[src/rtl/lgn_frame_ctrl.sv]
// LGN frame controller: assembles an image from pad words, waits for the network, then scans
// class groups for the highest popcount. Define LGN_IN_SYNC_EN to synchronise the pad strobe.
module lgn_frame_ctrl #(
  parameter int unsigned IN_W      = 8,
  parameter int unsigned IMG_BITS  = 400,
  parameter int unsigned CLASSES   = 10,
  parameter int unsigned GROUP_W   = 100,
  parameter int unsigned NET_LAT   = 2,
  localparam int unsigned WORDS    = (IMG_BITS + IN_W - 1) / IN_W,
  localparam int unsigned IDX_W    = $clog2(CLASSES),
  localparam int unsigned SC_W     = $clog2(GROUP_W + 1),
  localparam int unsigned CNT_W    = $clog2(WORDS + 1)
) (
  input  logic                       clk,
  input  logic                       rst,
  input  logic                       wr_en,
  input  logic [IN_W-1:0]            wr_data,
  output logic [IMG_BITS-1:0]        img,
  input  logic [CLASSES*GROUP_W-1:0] net_out,
  output logic                       busy,
  output logic                       valid,
  output logic [IDX_W-1:0]           class_idx,
  output logic [SC_W-1:0]            score,
  output logic [CNT_W-1:0]           word_cnt
);

  localparam int unsigned LAT_W = $clog2(NET_LAT + 1);

  typedef enum logic [1:0] {StLoad, StWait, StScan, StDone} state_e;

  state_e              state_q, state_d;
  logic [IMG_BITS-1:0] img_q, img_d;
  logic [CNT_W-1:0]    cnt_q, cnt_d;
  logic [LAT_W-1:0]    lat_q, lat_d;
  logic [IDX_W-1:0]    cls_q, cls_d;
  logic [IDX_W-1:0]    best_idx_q, best_idx_d;
  logic [SC_W-1:0]     best_sc_q, best_sc_d;
  logic [IDX_W-1:0]    class_idx_q, class_idx_d;
  logic [SC_W-1:0]     score_q, score_d;
  logic                valid_q, valid_d;

  logic                acc;
  logic [IN_W-1:0]     acc_data;
  logic                wr_go;
  logic [CNT_W-1:0]    wr_idx;
  logic [GROUP_W-1:0]  grp;
  logic [SC_W-1:0]     pc;

`ifdef LGN_IN_SYNC_EN
  logic            en_s1_q, en_s2_q, en_s3_q;
  logic [IN_W-1:0] dat_s1_q, dat_s2_q;

  always_ff @(posedge clk) begin
    if (rst) begin
      en_s1_q  <= 1'b0;
      en_s2_q  <= 1'b0;
      en_s3_q  <= 1'b0;
      dat_s1_q <= '0;
      dat_s2_q <= '0;
    end else begin
      en_s1_q  <= wr_en;
      en_s2_q  <= en_s1_q;
      en_s3_q  <= en_s2_q;
      dat_s1_q <= wr_data;
      dat_s2_q <= dat_s1_q;
    end
  end

  // One word per pad pulse: accept only on the synchronised rising edge.
  assign acc      = en_s2_q & ~en_s3_q;
  assign acc_data = dat_s2_q;
`else
  assign acc      = wr_en;
  assign acc_data = wr_data;
`endif

  always_comb begin
    grp = net_out[int'(cls_q) * int'(GROUP_W) +: GROUP_W];
    pc  = '0;
    for (int i = 0; i < int'(GROUP_W); i++) begin
      pc = pc + SC_W'(grp[i]);
    end
  end

  always_comb begin
    state_d     = state_q;
    img_d       = img_q;
    cnt_d       = cnt_q;
    lat_d       = lat_q;
    cls_d       = cls_q;
    best_idx_d  = best_idx_q;
    best_sc_d   = best_sc_q;
    class_idx_d = class_idx_q;
    score_d     = score_q;
    valid_d     = valid_q;
    wr_go       = 1'b0;
    wr_idx      = cnt_q;

    unique case (state_q)
      StLoad: begin
        if (acc) begin
          wr_go = 1'b1;
          if (cnt_q == CNT_W'(WORDS - 1)) begin
            cnt_d   = '0;
            lat_d   = '0;
            state_d = StWait;
          end else begin
            cnt_d = cnt_q + CNT_W'(1);
          end
        end
      end
      StWait: begin
        if (lat_q == LAT_W'(NET_LAT - 1)) begin
          cls_d   = '0;
          state_d = StScan;
        end else begin
          lat_d = lat_q + LAT_W'(1);
        end
      end
      StScan: begin
        // Strict compare keeps the lowest index on ties.
        if (cls_q == '0 || pc > best_sc_q) begin
          best_idx_d = cls_q;
          best_sc_d  = pc;
        end
        if (cls_q == IDX_W'(CLASSES - 1)) begin
          class_idx_d = best_idx_d;
          score_d     = best_sc_d;
          valid_d     = 1'b1;
          state_d     = StDone;
        end else begin
          cls_d = cls_q + IDX_W'(1);
        end
      end
      StDone: begin
        if (acc) begin
          wr_go   = 1'b1;
          wr_idx  = '0;
          cnt_d   = CNT_W'(1);
          valid_d = 1'b0;
          state_d = StLoad;
        end
      end
      default: state_d = StLoad;
    endcase

    // Bits of the final word that fall beyond IMG_BITS are simply never written.
    if (wr_go) begin
      for (int i = 0; i < int'(IMG_BITS); i++) begin
        if (i / int'(IN_W) == int'(wr_idx)) img_d[i] = acc_data[i % int'(IN_W)];
      end
    end
  end

  always_ff @(posedge clk) begin
    if (rst) begin
      state_q     <= StLoad;
      img_q       <= '0;
      cnt_q       <= '0;
      lat_q       <= '0;
      cls_q       <= '0;
      best_idx_q  <= '0;
      best_sc_q   <= '0;
      class_idx_q <= '0;
      score_q     <= '0;
      valid_q     <= 1'b0;
    end else begin
      state_q     <= state_d;
      img_q       <= img_d;
      cnt_q       <= cnt_d;
      lat_q       <= lat_d;
      cls_q       <= cls_d;
      best_idx_q  <= best_idx_d;
      best_sc_q   <= best_sc_d;
      class_idx_q <= class_idx_d;
      score_q     <= score_d;
      valid_q     <= valid_d;
    end
  end

  assign img       = img_q;
  assign busy      = (state_q == StWait) || (state_q == StScan);
  assign valid     = valid_q;
  assign class_idx = class_idx_q;
  assign score     = score_q;
  assign word_cnt  = cnt_q;

endmodule

[config.mk]
export PLATFORM = sky130hd
export DESIGN_NAME = lgn_frame_ctrl
export DESIGN_NICKNAME = d
export VERILOG_FILES = /design/src/rtl/lgn_frame_ctrl.sv
export SDC_FILE = /design/constraint.sdc
export NUM_CORES = 2
export LEC_CHECK = 0
export BUFFER_PORTS_ARGS = -buffer_cell sky130_fd_sc_hd__buf_4
export CORE_AREA = 5 5 551 553
export DETAILED_ROUTE_END_ITERATION = 10
export DIE_AREA = 0 0 556 558
export GPL_TIMING_DRIVEN = 0
export HOLD_SLACK_MARGIN = 0.03
export PLACE_DENSITY = 0.34
export SLEW_MARGIN = 20
export SYNTH_ARGS = -nofsm -noshare
export SYNTH_HDL_FRONTEND = slang
export SYNTH_SLANG_ARGS = --single-unit
[constraint.sdc]
create_clock -name clk -period 18.5 [get_ports clk]
set_input_delay 0.925 -clock clk [delete_from_list [all_inputs] [get_ports clk]]
set_output_delay 0.925 -clock clk [all_outputs]
set_load 0.02 [all_outputs]
Word level (Yosys, flattened, before mapping)
Index checks and enable logic that the tools add are counted.

storage, ports and cells
  register bits after elaboration = 437
  bits in latches = 0
  bits in writable memories = 0
  bits in read-only memories = 0
  memories = 0

operators by class
  add/subtract/negate cells = 102
  $mul = 1
  div/mod/pow operators = 0
  $lt $le $gt $ge = 1
  equal/unequal tests = 62
  shift operators = 1
  multiplexer cells = 26
  bitwise logic cells = 0
  reduce and logical (&&, ||, !) cells = 66

operator list
  cell                    count
  $shiftx A1000 B12 Y100  1
  $add A7 B1 Y7           93
  $eq A6 B6 Y1 const A    32
  $reduce_and A2 Y1       51
  $eq A5 B6 Y1 const A    10
  $mux W6                 5
  $eq A4 B6 Y1 const A    4
  $mux W2                 8
  $ne A2 B2 Y1 const B    7
  $eq A3 B6 Y1 const A    2
  $mux W4                 3
  $pmux W6 S2             1
  $mul A4 B5 Y9 const B   1
  $reduce_and A3 Y1       3
  $pmux W2 S4             1
  $pmux W4 S2             1
  $reduce_bool A2 Y1      4
  $add A6 B1 Y7           1
  $gt A7 B7 Y1            1
  $mux W7                 1
  $add A5 B1 Y6           1
  $add A6 B1 Y6 const B   1
  $eq A2 B6 Y1 const A    1
  $eq A6 B6 Y1 const B    1
  19 further kinds        25

Logic depth before layout (Yosys ltp)
  word-level depth = 104
  mapped depth = 33

Least setup slack after synthesis
OpenSTA, ideal clock, no wires.

  kind = register to register
  from = register cls_q[0]
  to = register best_idx_q[2]
  library setup time = 0.128 ns
  arrival = 9.252 ns
  setup slack = 9.121 ns
  cell stages (with the launch flop) = 32
  clock period less this slack = 9.379 ns
  cells stage by stage = dfxtp_1 -> buf_2 -> buf_2 -> buf_2 -> mux4_2 -> mux2i_1 -> o22ai_1 -> fa_1 -> fa_1 -> fa_1 -> inv_1 -> fa_1 -> fa_1 -> inv_1 -> fa_1 -> fa_1 -> inv_1 -> fa_1 -> fa_1 -> inv_1 -> ha_1 -> fa_1 -> a211oi_1 -> or4_1 -> o2111ai_1 -> ha_1 -> nand4_1 -> or3b_2 -> o211ai_1 -> buf_4 -> mux2i_1 -> nor2_1

on the way
  cells in the longest elaborated chain, start to end = 104
  elaborated cells on any way between the ends = 105
  classes of those cells = add/sub (99); mul (1); order compare (1); shift (1); mux (1); reduce/logical (2)

ends and longest elaborated chain
  item                          line  RTL
  from (decl)                   35    logic [IDX_W-1:0] cls_q, cls_d;
  from (signal assigned)        172   cls_q <= cls_d;
  $mul A4 B5 Y9                 78    grp = net_out[int'(cls_q) * int'(GROUP_W) +: GROUP_W];
  $shiftx A1000 B12 Y100        78
  $add A1 B1 Y2                 81    pc = pc + SC_W'(grp[i]);
  $add A2 B1 Y3                 81
  $add A3 B1 Y4                 81
  $add A4 B1 Y5                 81
  $add A5 B1 Y6                 81
  $add A6 B1 Y7                 81
  $add A7 B1 Y7 (93 in series)  81
  $gt A7 B7 Y1                  122   if (cls_q == '0 || pc > best_sc_q) begin
  $logic_or A1 B1 Y1 *          122
  $mux W4 *                     122
  to (signal assigned)          173   best_idx_q <= best_idx_d;
  to (decl)                     36    logic [IDX_W-1:0] best_idx_q, best_idx_d;

Every way passes the cells marked *; elsewhere a longest branch is shown, timed or not.
A chain may end at the register's enable or synchronous reset.

Worst setup path after layout
  from = register cls_q[0]
  to = register score_q[2], in the netlist score[2]

on the way
  cells in the longest elaborated chain, start to end = 104
  elaborated cells on any way between the ends = 107
  classes of those cells = add/sub (99); mul (1); order compare (1); eq/ne (1); shift (1); mux (1); reduce/logical (3)

ends and longest elaborated chain
  item                          line  RTL
  $mul A4 B5 Y9                 78
  $shiftx A1000 B12 Y100        78
  $add A1 B1 Y2                 81
  $add A2 B1 Y3                 81
  $add A3 B1 Y4                 81
  $add A4 B1 Y5                 81
  $add A5 B1 Y6                 81
  $add A6 B1 Y7                 81
  $add A7 B1 Y7 (93 in series)  81
  $gt A7 B7 Y1                  122
  $logic_or A1 B1 Y1            122
  $mux W7                       122
  to (signal assigned)          176   score_q <= score_d;
  to (decl)                     39    logic [SC_W-1:0] score_q, score_d;

Parallel ways exist; a longest one is shown, timed or not.

==> flow_metrics.tcl <==
set metrics [dict create \
    finalSetupViolations 0 \
    grt_setup_unrepaired "false" \
    critPathKind "register to register" \
    arrival_ns 13.78 \
    drcViolationCount 0 \
    synth-async-reset-ratio_pct 0 \
    final_antenna_net_count 0 \
    nNetsFinal 5207 \
    place.gp.congestion 0.937 \
    path_buf_inv 10 \
    die_area_sq_mm 0.310 \
    syn_inst 2585 \
    setup.worst_path.start "cls_q[0]" \
    vias_per_cell 3.48 \
    first_global_vias 28900 \
    final_area_sq_mm 0.0445 \
    track_usage_pct 16.0 \
    synth.distinct_cells 58 \
    crit_top_cell "fa_1" \
    critPathCaptureType "register" \
    hold_path_class "register to register" \
    reg2reg_slack_ns 5.22 \
    ys_top_cells_by_area "dfxtp_1 33%, mux2i_1 19%, mux4_2 17%" \
    numCtsBuffers 51 \
    r2r_start "cls_q[0]" \
    clock_sinks 437 \
    fmax_ghz 0.0753 \
    drt_pass1_iterations 5 \
    cts_tree "built" \
    synth_edf_count 0 \
    critical-path-top-delay-family "adder cells" \
    wl_per_cell_um 32.2 \
    finalSetupTns_ns 0 \
    fp.dieW_um 556 \
    numPortBuffers 1420 \
    num-fill-cells 34000 \
    multiInputGateArea_sq_mm 0.0166 \
    reg2reg_to "score[2]" \
    root_buffer "clkbuf_16" \
    clockBufferDepth 3 \
    synthesis.area_sq_mm 0.0267 \
    seq_area_sq_mm 0.00875 \
    power.leakage_nw 17.4 \
    gr-total-overflow 0 \
    crit_slowest_cell "mux2i_1" \
    hold_buffers 0 \
    maxSlewViolCount 0 \
    ys_seq_elements 437 \
    grt_pass1_wl_mm 322 \
    synth_top_area_share_pct 32.7 \
    cts_resized 0 \
    syn-num-nets 3720 \
    drt-initial-drc-count 1772 \
    fin_skew_ns 0.0603 \
    critPathRequiredTime_ns 19.00 \
    synth_seq_area_share_pct 32.7 \
    htreeDepth 2 \
    place_area_sq_mm 0.0427 \
    wirelength_mm 261 \
    worst-r2r-cell-count 32 \
    via_count 28200 \
    finalHoldViolations 0 \
    io_pins 1430 \
    post-cts-setup-buffer-count 0 \
    critPathLaunchType "register" \
    min_path_cells 2 \
    peakVddDrop_mv 1.32 \
    rows 201 \
    status "completed" \
    yosysWarnings 0 \
    slowest_delay_ns 0.92 \
    worst-path-max-fanout 10 \
    powerDensity_mw_per_mm2 291 \
    place_hpwl_mm 233 \
    clk_latency_ns 0.68 \
    finalCritPeriodShare_pct 71.8 \
    clk_pin_slew_worst_paths_ns 0.07 \
    areaGrowthSynthToFinish_pct 66.4 \
    hold_path_end "class_idx[3]" \
    postSynthAreaPerCell_sq_um 10.3 \
    core-area_sq_mm 0.298 \
    max_slew_margin_pct 20.1 \
    antenna_found_initial 149 \
    maxCapViolCount 0 \
    tightest_slew_ns 1.20 \
    drive_gt1_share_pct 44.8 \
    min_from "class_idx[3]" \
    fp.dieH_um 558 \
    period_minus_slack_ns 13.28 \
    synthFlopType "dfxtp_1" \
    start_util_pct 8.96 \
    grt_max_degree 16 \
    yosysTopAreaCell "dfxtp_1" \
]
flip-flops by register name, summed over array words and instances (netlist names), 2 cells and up:
| signal | cells |
|---|---|
| best_idx_q | 4 |
| best_sc_q | 7 |
| class_idx | 4 |
| cls_q | 4 |
| img | 400 |
| lat_q | 2 |
| score | 7 |
| state_q | 2 |
| word_cnt | 6 |
logic make-up after synthesis:
kind of cell             count (synthesis)  share of synthesized area [%]
AO/OA/AOI/OAI                          290                           6.71
XOR/XNOR                                 6                          0.197
adder cells (fa/ha/maj)                124                           8.28
buffers and inverters                  338                           5.07
flip-flops                             437                           32.7
multiplexers                           696                           35.4
AND/OR/NAND/NOR                        694                           11.6
worst max-delay path by stage:
stage                         end  cells past startpoint
detailed placement   best_sc_q[1]                     32
finish                   score[2]                     32
floorplan           best_idx_q[2]                     31
global placement     best_sc_q[0]                     31
global route         best_sc_q[1]                     32
CTS                      score[2]                     32
through the flow:
step / instances / power, mW / worst slack (ns) / util [%] / hold WS, ns
3_3_place_gp: 7963 / 11.9 / 4.11 / 14.2 / 0.446
6_report: 8114 / 12.9 / 5.22 / 14.9 / 0.453
3_5_place_dp: 7977 / 11.9 / 4.90 / 14.3 / 0.449
5_1_grt: 8092 / 13.9 / 4.70 / 14.9 / 0.469
4_1_cts: 8070 / 13.0 / 4.83 / 14.9 / 0.457
2_1_floorplan: 2585 / 11.1 / 9.12 / - / 0.456
layout by cell type, fill, tap and decap left out, drive strengths merged, types with 6 or more instances in the layout:
| cell type | instances |
|---|---|
| or2 | 8 |
| nand2 | 158 |
| o211ai | 6 |
| fa | 88 |
| a211oi | 11 |
| mux4 | 200 |
| nor2 | 347 |
| nor2b | 7 |
| clkbuf | 224 |
| o22ai | 63 |
| and2 | 6 |
| dfxtp | 437 |
| mux2i | 496 |
| nor3 | 9 |
| buf | 1521 |
| inv | 104 |
| nand2b | 7 |
| o21ai | 10 |
| diode | 44 |
| clkinv | 11 |
| nand3 | 131 |
| a21oi | 138 |
| ha | 36 |
| o22a | 38 |
synthesized netlist by cell type (5+ instances only):
cell type,number
nor2_1,330
fa_1,88
buf_2,57
inv_1,101
and2_1,6
nor2_4,8
nor3_4,5
a211oi_1,11
dfxtp_1,437
nand2_1,158
o21ai_0,9
or2_2,8
o22a_1,38
ha_1,36
o22ai_1,63
clkbuf_1,150
nand2b_1,6
o211ai_1,6
mux2i_1,496
buf_1,27
nand3_1,131
mux4_2,200
nor2_2,9
a21oi_1,137
nor2b_1,7
layer usage:
metal  up-vias  GRT usage (%)  routed length (um)
li1      12300              -                   -
met1     14200           17.1               94200
met2      1336           31.0              141000
met3       312           4.08               18200
met4        60           4.07                7830
met5         -              0                 403
power by group:
| part | internal [mW] | total, mW | switching (mW) |
|---|---|---|---|
| sequential | 0.947 | 0.953 | 0.00537 |
| clock | 0.569 | 1.03 | 0.466 |
| combinational | 4.24 | 10.9 | 6.70 |
cell type report:
cell class | count | share of cell area, %
diodes | 44 | 0.248
plain buffers | 237 | 2.27
clock buffers | 74 | 3.29
clock inverters | 19 | 0.447
inverters | 101 | 0.853
multi-input cells | 1810 | 37.4
flip-flops and latches | 437 | 19.7
well taps | 3958 | 11.1
repair buffers | 1434 | 24.6
tightest hold or removal path, cell delays in order (launching register included):
cell	delay [ns]
dfxtp_1	0.31
nand2_1	0.05
a21oi_1	0.05
Power figures use the tool's default switching activity.
